File: src/rtl/lsu_pkg.sv
// Shared types for the load/store unit: access sizes, response codes and FSM states.
package lsu_pkg;

    typedef enum logic [1:0] {
        SZ_B = 2'b00,
        SZ_H = 2'b01,
        SZ_W = 2'b10,
        SZ_D = 2'b11
    } size_e;

    typedef enum logic [1:0] {
        ERR_OK       = 2'b00,
        ERR_MISALIGN = 2'b01,
        ERR_BUS      = 2'b10,
        ERR_TIMEOUT  = 2'b11
    } err_e;

    typedef enum logic [1:0] {
        S_IDLE = 2'b00,
        S_REQ  = 2'b01,
        S_WAIT = 2'b10,
        S_RESP = 2'b11
    } state_e;

    function automatic logic [3:0] size_bytes(input size_e sz);
        case (sz)
            SZ_B:    return 4'd1;
            SZ_H:    return 4'd2;
            SZ_W:    return 4'd4;
            default: return 4'd8;
        endcase
    endfunction

endpackage

File: src/rtl/lsu_align.sv
// Byte-lane steering: store data/mask placement and load lane extraction with extension.
module lsu_align
    import lsu_pkg::*;
#(
    parameter int XLEN = 32
) (
    input  size_e                         size,
    input  logic                          is_unsigned,
    input  logic [$clog2(XLEN/8)-1:0]     offset,
    input  logic [XLEN-1:0]               st_data,
    output logic [XLEN-1:0]               st_lanes,
    output logic [XLEN/8-1:0]             st_mask,
    input  logic [XLEN-1:0]               ld_word,
    output logic [XLEN-1:0]               ld_data
);
    localparam int NB = XLEN / 8;

    logic [3:0]      nbytes;
    logic [15:0]     mask_wide;
    logic [XLEN-1:0] ld_shift;
    logic [XLEN-1:0] keep;
    logic            sgn;

    assign nbytes    = size_bytes(size);
    assign mask_wide = ((16'd1 << nbytes) - 16'd1) << offset;
    assign st_mask   = mask_wide[NB-1:0];
    assign st_lanes  = st_data << {offset, 3'b000};
    assign ld_shift  = ld_word >> {offset, 3'b000};

    // Bytes below the access size are kept; the rest become extension bits.
    generate
        for (genvar gi = 0; gi < NB; gi++) begin : g_keep
            assign keep[8*gi +: 8] = (4'(gi) < nbytes) ? 8'hFF : 8'h00;
        end
    endgenerate

    always_comb begin
        sgn = 1'b0;
        case (size)
            SZ_B:    sgn = ld_shift[7];
            SZ_H:    sgn = ld_shift[15];
            SZ_W:    sgn = ld_shift[31];
            default: sgn = ld_shift[XLEN-1];
        endcase
    end

    assign ld_data = (ld_shift & keep) | ((sgn && !is_unsigned) ? ~keep : '0);

endmodule

File: src/rtl/lsu.sv
// Multi-cycle load/store unit with valid/ready on core and memory sides,
// misalignment detection, bus-error reporting and a REQ+WAIT timeout.
module lsu
    import lsu_pkg::*;
#(
    parameter int XLEN           = 32,
    parameter int ADDR_W         = 32,
    parameter int TIMEOUT_CYCLES = 256
) (
    input  logic                clk,
    input  logic                rst,
    input  logic                req_valid,
    output logic                req_ready,
    input  logic                req_wen,
    input  logic [1:0]          req_size,
    input  logic                req_unsigned,
    input  logic [ADDR_W-1:0]   req_addr,
    input  logic [XLEN-1:0]     req_wdata,
    output logic                rsp_valid,
    input  logic                rsp_ready,
    output logic [XLEN-1:0]     rsp_rdata,
    output logic [1:0]          rsp_err,
    output logic                mem_req_valid,
    input  logic                mem_req_ready,
    output logic                mem_req_wen,
    output logic [ADDR_W-1:0]   mem_req_addr,
    output logic [XLEN-1:0]     mem_req_wdata,
    output logic [XLEN/8-1:0]   mem_req_wmask,
    input  logic                mem_rsp_valid,
    output logic                mem_rsp_ready,
    input  logic [XLEN-1:0]     mem_rsp_rdata,
    input  logic                mem_rsp_err
);
    localparam int NB    = XLEN / 8;
    localparam int OFF_W = $clog2(NB);
    localparam int CNT_W = (TIMEOUT_CYCLES < 2) ? 1 : $clog2(TIMEOUT_CYCLES + 1);

    state_e              state_reg, state_next;
    logic [CNT_W-1:0]    cnt_reg, cnt_next;
    logic                wen_reg;
    size_e               size_reg;
    logic                uns_reg;
    logic [ADDR_W-1:0]   addr_reg;
    logic [XLEN-1:0]     wdata_reg;
    logic [XLEN-1:0]     rdata_reg;
    err_e                err_reg;

    logic [3:0]          req_bytes_m1;
    logic [3:0]          req_lo;
    logic                req_bad;
    logic                timeout_hit;
    logic [XLEN-1:0]     st_lanes;
    logic [NB-1:0]       st_mask;
    logic [XLEN-1:0]     ld_data;

    assign req_bytes_m1 = size_bytes(size_e'(req_size)) - 4'd1;
    assign req_lo       = {{(4-OFF_W){1'b0}}, req_addr[OFF_W-1:0]};
    assign req_bad      = ((req_lo & req_bytes_m1) != 4'd0) ||
                          ((req_size == 2'b11) && (XLEN == 32));

    // Fires on the TIMEOUT_CYCLES-th cycle spent in REQ+WAIT.
    assign timeout_hit  = (TIMEOUT_CYCLES != 0) &&
                          (32'(cnt_reg) == 32'(TIMEOUT_CYCLES - 1));

    lsu_align #(.XLEN(XLEN)) u_align (
        .size        (size_reg),
        .is_unsigned (uns_reg),
        .offset      (addr_reg[OFF_W-1:0]),
        .st_data     (wdata_reg),
        .st_lanes    (st_lanes),
        .st_mask     (st_mask),
        .ld_word     (mem_rsp_rdata),
        .ld_data     (ld_data)
    );

    always_comb begin
        state_next = state_reg;
        cnt_next   = cnt_reg;
        case (state_reg)
            S_IDLE: begin
                if (req_valid) begin
                    state_next = req_bad ? S_RESP : S_REQ;
                    cnt_next   = '0;
                end
            end
            S_REQ: begin
                cnt_next = cnt_reg + CNT_W'(1);
                if (timeout_hit)        state_next = S_RESP;
                else if (mem_req_ready) state_next = S_WAIT;
            end
            S_WAIT: begin
                cnt_next = cnt_reg + CNT_W'(1);
                if (timeout_hit)        state_next = S_RESP;
                else if (mem_rsp_valid) state_next = S_RESP;
            end
            default: begin
                if (rsp_ready) state_next = S_IDLE;
            end
        endcase
    end

    always_ff @(posedge clk) begin
        if (!rst) begin
            state_reg <= S_IDLE;
            cnt_reg   <= '0;
            wen_reg   <= 1'b0;
            size_reg  <= SZ_B;
            uns_reg   <= 1'b0;
            addr_reg  <= '0;
            wdata_reg <= '0;
            rdata_reg <= '0;
            err_reg   <= ERR_OK;
        end else begin
            state_reg <= state_next;
            cnt_reg   <= cnt_next;
            if (state_reg == S_IDLE && req_valid) begin
                wen_reg   <= req_wen;
                size_reg  <= size_e'(req_size);
                uns_reg   <= req_unsigned;
                addr_reg  <= req_addr;
                wdata_reg <= req_wdata;
                if (req_bad) begin
                    err_reg   <= ERR_MISALIGN;
                    rdata_reg <= '0;
                end
            end
            if ((state_reg == S_REQ || state_reg == S_WAIT) && timeout_hit) begin
                err_reg   <= ERR_TIMEOUT;
                rdata_reg <= '0;
            end else if (state_reg == S_WAIT && mem_rsp_valid) begin
                err_reg   <= mem_rsp_err ? ERR_BUS : ERR_OK;
                rdata_reg <= (mem_rsp_err || wen_reg) ? '0 : ld_data;
            end
        end
    end

    assign req_ready     = (state_reg == S_IDLE);
    assign mem_rsp_ready = (state_reg == S_IDLE) || (state_reg == S_WAIT);
    assign mem_req_valid = (state_reg == S_REQ);
    assign rsp_valid     = (state_reg == S_RESP);
    assign rsp_rdata     = rdata_reg;
    assign rsp_err       = err_reg;
    assign mem_req_wen   = wen_reg;
    assign mem_req_addr  = {addr_reg[ADDR_W-1:OFF_W], {OFF_W{1'b0}}};
    assign mem_req_wdata = wen_reg ? st_lanes : '0;
    assign mem_req_wmask = wen_reg ? st_mask : '0;

endmodule

File: config.mk
export PLATFORM = sky130hd
export DESIGN_NAME = lsu
export DESIGN_NICKNAME = d
export VERILOG_FILES = /design/src/rtl/lsu_pkg.sv /design/src/rtl/lsu_align.sv /design/src/rtl/lsu.sv
export SDC_FILE = /design/constraint.sdc
export NUM_CORES = 1
export LEC_CHECK = 0
export ABC_AREA = 1
export BUFFER_PORTS_ARGS = -buffer_cell sky130_fd_sc_hd__buf_2
export CAP_MARGIN = 10
export CORE_MARGIN = 10
export CORE_UTILIZATION = 35
export DETAILED_ROUTE_END_ITERATION = 8
export GPL_ROUTABILITY_DRIVEN = 0
export MAX_ROUTING_LAYER = met4
export SLEW_MARGIN = 20
export SYNTH_ARGS = -nofsm -noshare
export SYNTH_HDL_FRONTEND = slang
export SYNTH_SLANG_ARGS = --single-unit
File: constraint.sdc
create_clock -name clk -period 3.8 [get_ports clk]
set_clock_uncertainty 0.2 [all_clocks]
set_input_delay 0.95 -clock clk [delete_from_list [all_inputs] [get_ports clk]]
set_output_delay 0.95 -clock clk [all_outputs]
set_load 0.01 [all_outputs]
======== Word-level counts from Yosys, hierarchy flattened ========
Index checks and enable logic that the tools add are counted.
storage, ports and cells
  flip-flop bits (word level) ............. 113
  input bits .............................. 107
  output and inout bits ................... 107
  word-level logic and storage cells ...... 91
cells by class
  $add $sub $neg .......................... 3
  $lt $le $gt $ge ......................... 4
  eq/ne operators ......................... 12
  shift operators ......................... 4
  multiplexer cells ....................... 29
  bitwise gates (word level) .............. 5
  reduce and logical (&&, ||, !) cells .... 25
operator list
  operator                                             number
  two-way mux 32 bit                                   6
  bitwise AND 32 bit                                   1
  two-way mux 8 bit                                    4
  inverter 32 bit                                      1
  OR 32 bit                                            1
  << shifter 32 x 5 -> 32 bit                          1
  right shift 32 x 5 -> 32 bit                         1
  two-way mux 2 bit                                    12
  one-hot mux 4 bit (3 select lines)                   2
  one-hot mux 9 bit (2 select lines)                   1
  << shifter 1 x 4 -> 16 bit (first input constant)    1
  << shifter 16 x 2 -> 4 bit                           1
  subtractor 16 x 1 -> 16 bit (second input constant)  1
  == test 2 bit (second input constant)                5
  adder 9 x 1 -> 9 bit (second input constant)         1
  == test 9 x 8 -> 1 bit (second input constant)       1
  two-way mux 9 bit                                    1
  < comparator 1 x 4 -> 1 bit (first input constant)   2
  < comparator 2 x 4 -> 1 bit (first input constant)   2
  nonzero test 4 bit                                   2
  == test 2 x 1 -> 1 bit (second input constant)       3
  zero test 2 bit                                      3
  one-hot mux 2 bit (3 select lines)                   1
  AND reduction 2 bit                                  3
  15 further kinds                                     25

======== Logic depth before layout (Yosys ltp) ========
  depth after elaboration ................. 10
  mapped depth ............................ 12
  gate-level depth less buffers ........... 12

======== Hierarchy ========
From an unflattened synthesis, not the netlist that was laid out.
unflattened totals
  cell total of the unflattened synthesis .. 909
  area, all modules ....................... 5,848.1 um^2
by module, submodules not included
  module     times used  cells each  area an instance (um^2)
  lsu        1           654         4,692.0
  lsu_align  1           255         1,156.1

======== Worst setup path after synthesis ========
OpenSTA, ideal clock, no wires.
  path kind ............................... reg2out
  from .................................... register wen_reg, in the netlist mem_req_wen
  to ...................................... output port mem_req_wdata[28]
  arrival ................................. 1.308 ns
  data required time ...................... 2.650 ns
  slack ................................... 1.342 ns
  cell stages (with the launch flop) ...... 6
  path buffers ............................ 1
  cell sequence ........................... dfxtp_1 > inv_1 > nor2_1 > inv_1 > clkbuf_1 > o32ai_1
between the ends
  cells in the longest elaborated chain, start to end .. 1
RTL lines
  item                    line        RTL
  from (decl)             lsu.sv:40   logic wen_reg;
  from (signal assigned)  lsu.sv:117  wen_reg <= req_wen;
  two-way mux 32 bit      lsu.sv:145  assign mem_req_wdata = wen_reg ? st_lanes : '0;
  to (decl)               lsu.sv:27   output logic [XLEN-1:0] mem_req_wdata,
Every way passes these cells.

======== Worst setup path in the final report ========
  from .................................... register wen_reg, in the netlist mem_req_wen
  to ...................................... output port mem_req_wdata[0]
Same word-level chain as after synthesis.

==> results.yml <==
yosys:
  synth_top_area_cell: "dfxtp_1"
  yosys_warnings: 0
  seq_area_frac_synth: 0.398
  synth_top_area_frac: 0.398
  synth-edff-count: 0
  synthTopCellsByCount: "nor2_1, nand2_1, dfxtp_1"
  avgSynthCellArea_um2: 7.00
  netlist_area_um2: 5680
  yosys_most_used_dff: "dfxtp_1"
  synth_most_common_cell: "nor2_1"
  synth.distinct_cells: 37
  synth_area_leaders: "dfxtp_1, nor2_1, o21ai_0, nand2_1, a21oi_1"
  synthCells: 812
  ys_ff_latch: 113
  async_flop_share: 0
sta:
  fin_tns_setup_ns: 0
  fmax_mhz: 304
  slew_headroom: 0.356
  drv_slew: 0
  whs_ns: 0.260
  worst_slew_pin_slew_ns: 0.967
  rsz0062_at_grt: "false"
  hold_violations: 0
  min_period_over_period: 0.866
  setup_viol: 0
  finalCriticalPeriod_ns: 3.29
pwr:
  power.total_mw: 4.78
  p_leak_nw: 3.30
  irDropWorstVdd_v: 0.000356
  p_per_area_nw_per_um2: 667
outcome:
  status: "finished, final reports clean"
critical_path:
  crit_type: "reg2out"
  worstPathCellList: "inv_1 -> nor2_1 -> inv_1 -> nor2_1 -> inv_1 -> nor2_1 -> buf_2"
  cp.required_ns: 2.65
  slowest_stage: "dfxtp_1"
  slowest_delay_ns: 0.47
  worstSetupStartpointType: "flip-flop"
  critPathCaptureType: "output port"
  crit_fanout: 24
  critical_path_buf_inv_count: 4
  worstPathArrival_ns: 2.14
  cp_top_family: "buffers and inverters"
route:
  drtAntennaViolNets: 0
  via_per_inst: 4.74
  wl_per_cell_um: 15.6
  drt_iter0_drc: 291
  firstDrtPassIters: 5
  drc: 0
  totalWireLength_um: 18700
  routed-via-count: 5698
floorplanning:
  start_util: 0.358
  die-area_um2: 21700
  pin_count: 214
  core_um2: 15900
  die_h_um: 147
  core.rowCount: 46
  die_w_um: 147
global_routing:
  grt_pass1_wl_um: 29500
  grt_overflow_total: 0
  grtUsageTotal: 0.174
  antenna_found_initial: 7
  grt_max_degree: 84
  grt_pass1_vias: 5582
clock_network:
  clk_pin_slew_worst_paths_ns: 0.06
  cts_max_level: 4
  root_buffer: "clkbuf_16"
  cts.sink_count: 113
  numCtsBuffers: 17
  clk_latency_ns: 0.41
  cts_resized: 0
  cts_hold_buf: 0
  cts_tree: "built"
  clk_path_buf_depth: 2
  postCtsSetupRepairBufs: 0
placed_design:
  placedCellCount: 1164
  port_buffers: 211
  place_hpwl_um: 13900
finish:
  fin_cells: 1203
  syn_to_final_growth_pct: 26.1
  multi_input_area_um2: 2740
  regArea_um2: 2260
  final_nets: 1080
  fillers: 1741
  drive_gt1_frac: 0.295
run:
  maxCapViolCount: 0
worst_hold_path:
  hp-class: "reg2reg"
==> where the power goes <==
part / total [mW] / switching, mW / internal (mW)
combinational: 1.71 / 1.14 / 0.571
sequential: 1.57 / 0.142 / 1.42
clock: 1.50 / 0.601 / 0.902
==> path summary, 6_finish.rpt <==
check	from	end	slack, ns	cells after the start
worst max-delay path	mem_req_wen	mem_req_wdata[0]	0.51	7
worst min-delay path	rsp_rdata[20]	rsp_rdata[20]	0.26	2
worst max register to register	cnt_reg[0]	rsp_rdata[6]	1.59	8
worst min register to register	rsp_rdata[20]	rsp_rdata[20]	0.26	2
==> cell families (layout without fill, tap and decap cells) <==
group           Yosys count  after routing  synth area share
xor+xnor                  1              1           0.00154
compound gates          206            206             0.204
flops                   113            113             0.398
fa+ha+maj                 6              6            0.0132
other cells               1              9          0.000660
mux                       5              5           0.00881
buf+inv                 134            301             0.121
simple gates            346            346             0.253
==> cell type report <==
class,count,area share
inverters,48,0.0255
repair buffers,221,0.158
clock buffers,17,0.0594
well taps,216,0.0377
clock inverters,15,0.0190
diodes,7,0.00244
multi-input cells,566,0.382
flip-flops and latches,113,0.316
==> layer usage <==
layer,vias to the layer above,routed length [um],track usage
li1,2967,-,-
met1,2523,8340,0.199
met2,192,8540,0.273
met3,16,1690,0.0760
met4,0,174,0.0456
met5,-,0,-
==> metrics by stage <==
step / util / worst slack (ns) / instance area, um2
floorplan: - / 1.34 / 5690
global placement: 0.415 / 1.05 / 6590
detailed placement: 0.415 / 0.963 / 6590
CTS: 0.450 / 0.514 / 7150
global route: 0.451 / 0.292 / 7170
finish: 0.451 / 0.508 / 7170
==> layout by cell type (no fill, tap or decap), drive strengths merged, types with 2 or more instances in the layout <==
| master | n |
|---|---|
| clkinv | 7 |
| mux2i | 5 |
| buf | 221 |
| o32ai | 10 |
| ha | 6 |
| o22ai | 3 |
| o211ai | 13 |
| nor3b | 2 |
| clkbuf | 17 |
| conb | 2 |
| nor4 | 2 |
| nor2 | 156 |
| nand3 | 47 |
| diode | 7 |
| nor3 | 5 |
| a21oi | 70 |
| dfxtp | 113 |
| a211oi | 3 |
| inv | 51 |
| clkinvlp | 4 |
| o21ai | 103 |
| nand2 | 133 |
==> worst register-to-register path: stages (launching register included) <==
cell	delay, ns
dfxtp_1	0.36
ha_1	0.18
nand2_1	0.11
nor4_1	0.29
ha_1	0.28
nand2_1	0.11
nand2_1	0.08
buf_4	0.38
a21oi_1	0.08
(Power assumes the default switching activity.)
